File: src/rtl/otter_pkg.sv
// Shared types for the OTTER memory port-2 arbiter.
package otter_pkg;

    typedef enum logic {ARB_NORMAL, ARB_HOLD} arb_state_t;

    typedef struct packed {
        logic [31:0] addr;
        logic [31:0] din;
        logic [1:0]  size;
        logic        sign;
        logic        rd;
        logic        wr;
    } mem2_req_t;

endpackage

File: src/rtl/otter_mem2_arbiter_starve_counter.sv
// Saturating up-counter with synchronous clear and a terminal-count flag.
module starve_counter #(
    parameter int unsigned LIMIT = 8,
    parameter int unsigned CNT_W = $clog2(LIMIT + 1)
) (
    input  logic             clk_i,
    input  logic             rst_i,
    input  logic             clr_i,
    input  logic             inc_i,
    output logic [CNT_W-1:0] cnt_o,
    output logic             term_o
);

    logic [CNT_W-1:0] cnt_q, cnt_d;

    always_comb begin
        cnt_d = cnt_q;
        if (clr_i)
            cnt_d = '0;
        else if (inc_i && (cnt_q != CNT_W'(LIMIT)))
            cnt_d = cnt_q + 1'b1;
    end

    always_ff @(posedge clk_i) begin
        if (rst_i)
            cnt_q <= '0;
        else
            cnt_q <= cnt_d;
    end

    assign cnt_o  = cnt_q;
    assign term_o = (cnt_q == CNT_W'(LIMIT - 1));

endmodule

File: src/rtl/otter_mem2_arbiter.sv
// Port-2 arbiter: CPU has priority, starvation counter forces a DMA slot via cpu_hold.
module otter_mem2_arbiter
    import otter_pkg::*;
#(
    parameter int unsigned STARVE_LIMIT = 8,
    parameter int unsigned CNT_W        = $clog2(STARVE_LIMIT + 1)
) (
    input  logic        CLK,
    input  logic        RST,
    input  logic        cpu_rd,
    input  logic        cpu_wr,
    input  logic [31:0] cpu_addr,
    input  logic [31:0] cpu_din,
    input  logic [1:0]  cpu_size,
    input  logic        cpu_sign,
    output logic        cpu_hold,
    output logic        cpu_rvalid,
    input  logic        dma_req,
    input  logic        dma_we,
    input  logic [31:0] dma_addr,
    input  logic [31:0] dma_din,
    input  logic [1:0]  dma_size,
    input  logic        dma_sign,
    output logic        dma_gnt,
    output logic        dma_rvalid,
    output logic [31:0] mem_addr,
    output logic [31:0] mem_din,
    output logic        mem_write,
    output logic        mem_read,
    output logic [1:0]  mem_size,
    output logic        mem_sign
);

    arb_state_t       state_q, state_d;
    logic             cpu_rvalid_q, dma_rvalid_q;
    logic             cpu_act, denied;
    logic             cnt_inc, cnt_clr, cnt_term;
    logic [CNT_W-1:0] starve_cnt;
    mem2_req_t        cpu_req_s, dma_req_s, mem_req_s;

    assign cpu_hold = (state_q == ARB_HOLD);
    assign cpu_act  = (cpu_rd | cpu_wr) & ~cpu_hold;
    assign dma_gnt  = dma_req & ~cpu_act;
    assign denied   = dma_req & ~dma_gnt;

    always_comb begin
        cpu_req_s = '{addr: cpu_addr, din: cpu_din, size: cpu_size,
                      sign: cpu_sign, rd: cpu_rd, wr: cpu_wr};
        dma_req_s = '{addr: dma_addr, din: dma_din, size: dma_size,
                      sign: dma_sign, rd: ~dma_we, wr: dma_we};
        mem_req_s = cpu_req_s;
        if (!cpu_act) begin
            if (dma_req) begin
                mem_req_s = dma_req_s;
            end else begin
                mem_req_s.rd = 1'b0;
                mem_req_s.wr = 1'b0;
            end
        end
    end

    assign mem_addr  = mem_req_s.addr;
    assign mem_din   = mem_req_s.din;
    assign mem_size  = mem_req_s.size;
    assign mem_sign  = mem_req_s.sign;
    assign mem_read  = mem_req_s.rd;
    assign mem_write = mem_req_s.wr;

    // HOLD always lasts one cycle: either the DMA is granted or it has withdrawn.
    always_comb begin
        state_d = state_q;
        cnt_inc = 1'b0;
        cnt_clr = 1'b0;
        case (state_q)
            ARB_NORMAL: begin
                if (denied) begin
                    cnt_inc = 1'b1;
                    if (cnt_term)
                        state_d = ARB_HOLD;
                end else if (dma_gnt) begin
                    cnt_clr = 1'b1;
                end
            end
            ARB_HOLD: begin
                state_d = ARB_NORMAL;
                cnt_clr = 1'b1;
            end
            default: begin
                state_d = ARB_NORMAL;
                cnt_clr = 1'b1;
            end
        endcase
    end

    always_ff @(posedge CLK) begin
        if (RST) begin
            state_q      <= ARB_NORMAL;
            cpu_rvalid_q <= 1'b0;
            dma_rvalid_q <= 1'b0;
        end else begin
            state_q      <= state_d;
            cpu_rvalid_q <= cpu_act & cpu_rd;
            dma_rvalid_q <= dma_gnt & ~dma_we;
        end
    end

    assign cpu_rvalid = cpu_rvalid_q;
    assign dma_rvalid = dma_rvalid_q;

    starve_counter #(
        .LIMIT (STARVE_LIMIT),
        .CNT_W (CNT_W)
    ) u_starve (
        .clk_i  (CLK),
        .rst_i  (RST),
        .clr_i  (cnt_clr),
        .inc_i  (cnt_inc),
        .cnt_o  (starve_cnt),
        .term_o (cnt_term)
    );

    a_no_rd_wr: assert property (@(posedge CLK) disable iff (RST) !(cpu_rd && cpu_wr));
    a_one_rvalid: assert property (@(posedge CLK) !(cpu_rvalid && dma_rvalid));

endmodule

File: config.mk
export PLATFORM = sky130hd
export DESIGN_NAME = otter_mem2_arbiter
export DESIGN_NICKNAME = d
export VERILOG_FILES = /design/src/rtl/otter_pkg.sv /design/src/rtl/otter_mem2_arbiter_starve_counter.sv /design/src/rtl/otter_mem2_arbiter.sv
export SDC_FILE = /design/constraint.sdc
export NUM_CORES = 1
export LEC_CHECK = 0
export CORE_MARGIN = 2
export CORE_UTILIZATION = 20
export CTS_BUF_LIST = sky130_fd_sc_hd__clkbuf_8
export DETAILED_ROUTE_END_ITERATION = 12
export PLACE_DENSITY = 0.8
export SYNTH_ARGS = -nofsm -noshare
export SYNTH_HDL_FRONTEND = slang
export SYNTH_SLANG_ARGS = --single-unit
File: constraint.sdc
create_clock -name CLK -period 1.4 [get_ports CLK]
set_input_delay 0.21 -clock CLK [delete_from_list [all_inputs] [get_ports CLK]]
set_output_delay 0.21 -clock CLK [all_outputs]
set_load 0.02 [all_outputs]
; ---- Word-level counts from Yosys, hierarchy flattened
; Cells that the tools add are included.
[classes]
n_eq_ne = 2
mux = 11
bitwise_logic = 10
addsub = 1
n_reduce_logical = 2
[ops]
columns = operator, count
row1 = $mux 69, 1
row2 = $mux 67, 1
row3 = $mux 1, 6
row4 = $and 1x1->1, 5
row5 = $add 4x1->4 const B, 1
row6 = $eq 4x3->1 const B, 1
row7 = $ne 4x4->1 const B, 1
row8 = $not 1->1, 4
row9 = $pmux 1 s2, 2
row10 = $mux 2, 1
row11 = $reduce_or 2->1, 1
row12 = $logic_and 1x1->1, 1
row13 = $or 1x1->1, 1
[totals]
reg_bits = 7
in_bits = 140
wordCells = 30

; ---- Depth between registers and ports, before layout
[logic_depth]
depth_word = 9
depth_mapped = 6
mapped_depth_nobuf = 5

; ---- By module
; From an unflattened synthesis, not the netlist that was laid out.
[unflattened]
hier_cells = 118
hier_area_um2 = 1268.7
[by_module_without_submodules]
columns = module, cells_each, area_each_um2, n_inst, seq_area_each_um2
row1 = otter_mem2_arbiter, 92, 1031.0, 1, 60.1
row2 = starve_counter, 26, 237.7, 1, 80.1

; ---- Worst setup path after synthesis
; OpenSTA, ideal clock, no wires.
[synth_path]
path_type = register -> output
startpoint = reg state_q, in the netlist cpu_hold
endpoint = out mem_addr[13]
setup_slack_ps = -301
stages_incl_launch_ff = 7
path_buffers = 2
required_ps = 1190
arrival_ps = 1491
path_cell_list = dfxtp_1 > o21bai_4 > nand2_4 > inv_4 > buf_6 > buf_8 > mux2_4
[synth_via]
elab_chain_cells = 3
[synth_rtl]
columns = item, line_no
row1 = "start, declared", otter_mem2_arbiter.sv:34  ; arb_state_t state_q, state_d;
row2 = "start signal, assigned", otter_mem2_arbiter.sv:101  ; state_q <= state_d;
row3 = $not 1->1, --
row4 = $and 1x1->1, otter_mem2_arbiter.sv:42  ; assign cpu_act = (cpu_rd | cpu_wr) & ~cpu_hold;
row5 = $mux 69, otter_mem2_arbiter.sv:52  ; if (!cpu_act) begin
row6 = "end, declared", otter_mem2_arbiter.sv:26  ; output logic [31:0] mem_addr,
; No other way between the ends.

; ---- Worst setup path in the final report
[layout_path]
startpoint = reg state_q, in the netlist cpu_hold
endpoint = out mem_addr[8]
; The elaborated chain is that of the path after synthesis.

==> results.rst <==
.. list-table::
   :header-rows: 1

   * - Metric
     - Value
   * - Worst hold path class
     - register to register
   * - Proportion of synthesized flip-flops having asynchronous set or reset
     - 0%
   * - Endpoint kind of the worst setup timing path
     - output port
   * - Worst setup path category
     - register to output port
   * - Combinational family with the most area after synthesis
     - multiplexers
   * - Die area
     - 0.00689 mm^2
   * - Layout cell share with drive strength beyond 1
     - 54.1%
   * - Outcome
     - finished, violations left
   * - Starting utilization of the core area
     - 20.8%
   * - Total wire length
     - 7880 um
   * - Mapped cell area
     - 0.00125 mm^2
   * - Internal power consumption
     - 1.26 mW
   * - Cell accounting for the most synthesized area
     - mux2_2
   * - Final max-slew violation count
     - 0
   * - Synth Net Count
     - 260
   * - Area fraction in compound gates after synthesis
     - 4.71%
   * - Worst slew pin tran
     - 0.329 ns
   * - Cell count after synthesis
     - 118
   * - Library cell used as clock root buffer
     - clkbuf_8
   * - Area fraction of the dominant cell type after synthesis
     - 51.4%
   * - Synthesis-stage register bit count
     - 7
   * - Mux contribution to synthesized area
     - 65.0%
   * - Xor-xnor portion of the synthesized cell area
     - 0%
   * - Failing checks
     - negative setup slack
   * - Number of enable-type register cells in the synthesized netlist
     - 0
   * - Placement-stage cell area
     - 0.00373 mm^2
   * - Gp weighted congestion
     - 0.854
   * - Estimated wirelength of the detail-placed design
     - 6040 um
   * - Wire length of the first global-routing pass
     - 12,000 um
   * - Setup slack of the critical path after layout
     - -0.469 ns
   * - Std cell rows
     - 28
   * - Highest attainable clock frequency
     - 0.535 GHz
   * - Switching part of the total power
     - 31.6%
   * - Leakage power figure
     - 1.82 nW
   * - Height of the die
     - 83.0 um
   * - Critical hold path startpoint
     - u_starve.cnt_o[2]
   * - Total power consumption of the routed design
     - 1.84 mW
   * - Leading cell type by number of instances after synthesis
     - mux2_2
   * - I/O Pins
     - 213
   * - Sequential fraction of the synthesis area
     - 11.2%
   * - Mean cell area of the mapped netlist
     - 10.6 um^2
   * - Number of endpoints failing setup at the final stage
     - 71
   * - Floorplan core area
     - 0.00599 mm^2
   * - Quantity of hold-fixing buffers added after cts
     - 0
   * - Global-route congestion overflow total
     - 0
   * - RSZ-0062 raised after global routing
     - yes
   * - TritonCTS sink count
     - 7
   * - Time the worst path needs with I/O delays and setup
     - 1.87 ns
   * - Portion of total power attributed to sequential cells
     - 11.3%
   * - Clock tree from TritonCTS
     - built
   * - Violation count after the first detailed-routing iteration
     - 37
   * - Worst-path fanout max
     - 5
   * - Worst endpoint required time
     - 1.19 ns
   * - Antenna Nets Post-Route
     - 0
   * - Clock skew
     - 0.00134 ns
   * - Hold Fails Final Rpt
     - 0
   * - Diodes inserted
     - 0
   * - CTS Buf Count
     - 3
   * - Most frequent cells after synthesis
     - mux2_2, mux2_4, dfxtp_1, inv_1, buf_4
   * - Worst Setup Start Kind
     - register
   * - Largest cells by area after synthesis
     - mux2_2, mux2_4, dfxtp_1
   * - Startpoint of the most critical setup path
     - cpu_hold
   * - Worst-path clk slew
     - 0.04 ns
   * - Net count, final
     - 507
   * - Net switching power of the design
     - 581 uW
   * - Number of H-tree branching levels
     - 1
   * - Synthesized-area fraction occupied by adder cells
     - 2.00%
   * - Global routing usage summed across all routing layers
     - 22.1%
   * - Max capacitance violation total
     - 0
   * - Via-to-Cell Ratio
     - 4.49
   * - Via count
     - 1,970
   * - Combinational fraction of design power
     - 73.1%
   * - Post-detailed-route DRC marker count
     - 0
   * - Final standard cell area without fillers
     - 0.00414 mm^2
   * - Layout area overhead
     - 231%
   * - Clock buffer depth
     - 2
   * - Port Buffer Count
     - 212
   * - Number of optimization iterations in the first detailed-route pass
     - 4
   * - Launch instance of the worst register-to-register path
     - u_starve.cnt_o[1]
   * - Number of distinct standard cells referenced by the synthesized netlist
     - 26
   * - Initial antenna violation count
     - 0
   * - Number of global-route vias before repair
     - 2,141
   * - Final Cycle Share
     - 133%
   * - Critical Path AT
     - 1.66 ns
   * - Worst ir drop on vdd
     - 666 uV
   * - Worst slew margin relative to its limit
     - 77.9%
   * - Synth warnings
     - 0
   * - Clk Latency, worst-skew pair
     - 0.23 ns
   * - Area fraction in and, or, nand and nor cells after synthesis
     - 9.32%
   * - DIE WIDTH
     - 83.0 um
   * - Primary FF master, synth
     - dfxtp_1
   * - Maximum number of pins on one net before global-route repair
     - 12
   * - Total power density per cell area
     - 444 mW/mm^2
   * - Final routed wire length divided by cell count
     - 17.9 um
   * - Relative contribution of the clock network to total power
     - 15.6%
## layout by cell type, fill, tap and decap left out, types with 2 or more instances in the layout
| cell type | netlist | routed |
|---|---|---|
| dlygate4sd2_1 | 0 | 4 |
| nand2_1 | 2 | 2 |
| buf_4 | 5 | 22 |
| mux2_2 | 57 | 14 |
| mux2i_1 | 2 | 2 |
| buf_12 | 0 | 5 |
| dfxtp_2 | 0 | 2 |
| inv_1 | 7 | 5 |
| buf_16 | 0 | 3 |
| nor4_1 | 3 | 2 |
| buf_2 | 0 | 13 |
| mux2_4 | 10 | 53 |
| a21oi_2 | 0 | 2 |
| buf_6 | 1 | 61 |
| inv_2 | 0 | 2 |
| nand3b_1 | 2 | 2 |
| clkbuf_8 | 0 | 3 |
| clkdlybuf4s50_1 | 0 | 138 |
| nor3_1 | 2 | 2 |
| nand3_1 | 3 | 3 |
| dfxtp_1 | 7 | 4 |
## per-layer routing
metal	vias to the layer above	track usage, %	share of wire [%]	wire length, um
met5	-	0	0	0
li1	936	-	-	-
met2	123	41.4	52	4090
met1	899	24.4	39	3050
met4	0	6.11	2.2	175
met3	12	5.47	7.2	569
## power by group through the flow
stage	clock (mW)	sequential, mW	combinational (mW)
2_1_floorplan	0	0.214	0.489
3_3_place_gp	0	0.210	1.22
3_5_place_dp	0	0.210	1.23
4_1_cts	0.297	0.207	1.29
5_1_grt	0.308	0.208	1.41
6_report	0.287	0.207	1.34
## worst max-delay path, stage by stage (launching register included)
cell	delay, ns
dfxtp_4	0.33
o21bai_4	0.18
nand2_4	0.11
clkinv_8	0.09
buf_12	0.14
buf_16	0.13
mux2_4	0.31
buf_6	0.13
## final cells by class
cell class | instances | area [um^2]
repair buffers | 248 | 2560
clock buffers | 3 | 41.3
well taps | 75 | 93.8
fillers | 464 | 1850
inverters | 8 | 42.5
clock inverters | 1 | 5.00
multi-input cells | 96 | 1240
repair inverters | 1 | 11.3
flip-flops and latches | 7 | 146
## worst paths after layout
kind	cells after the start	to	slack, ns
setup / recovery	7	mem_addr[8]	-0.47
hold / removal	2	u_starve.cnt_o[2]	0.49
setup reg to reg	5	u_starve.cnt_o[1]	-0.03
hold reg to reg	2	u_starve.cnt_o[2]	0.49
## kinds of logic (layout without fill, tap and decap cells)
kind of cell / count (synthesis) / count (layout)
simple gates: 18 / 18
compound gates: 7 / 7
fa+ha+maj: 2 / 2
buf+inv: 15 / 261
mux: 69 / 69
flops: 7 / 7
## state kept, by name, summed over array words and instances, names as in the netlist
name and flops:
dma_rvalid 1, u_starve.cnt_o 4, cpu_rvalid 1, cpu_hold 1
## what timing repair did
item | CTS | global route
setup endpoints to repair | 75 | 73
buffers inserted | 15 | 1
gates resized for setup | 399 | 31
endpoints found under the hold margin | 0 | 0
pin swaps | 4 | 3
cloned | 3 | 2
## through the flow
stage / setup slack (ns) / hold slack (ns) / setup TNS (ns) / cells / utilization, %
after floorplan: -0.142 / 0.281 / -5.21 / 118 / -
after global placement: -0.961 / 0.464 / -65.00 / 415 / 62.2
after detailed placement: -0.997 / 0.485 / -66.60 / 415 / 62.2
after CTS: -0.484 / 0.491 / -26.04 / 437 / 66.8
after global routing: -0.515 / 0.500 / -31.88 / 439 / 69.1
final: -0.469 / 0.486 / -28.45 / 439 / 69.1
Power figures use the tool's default switching activity.
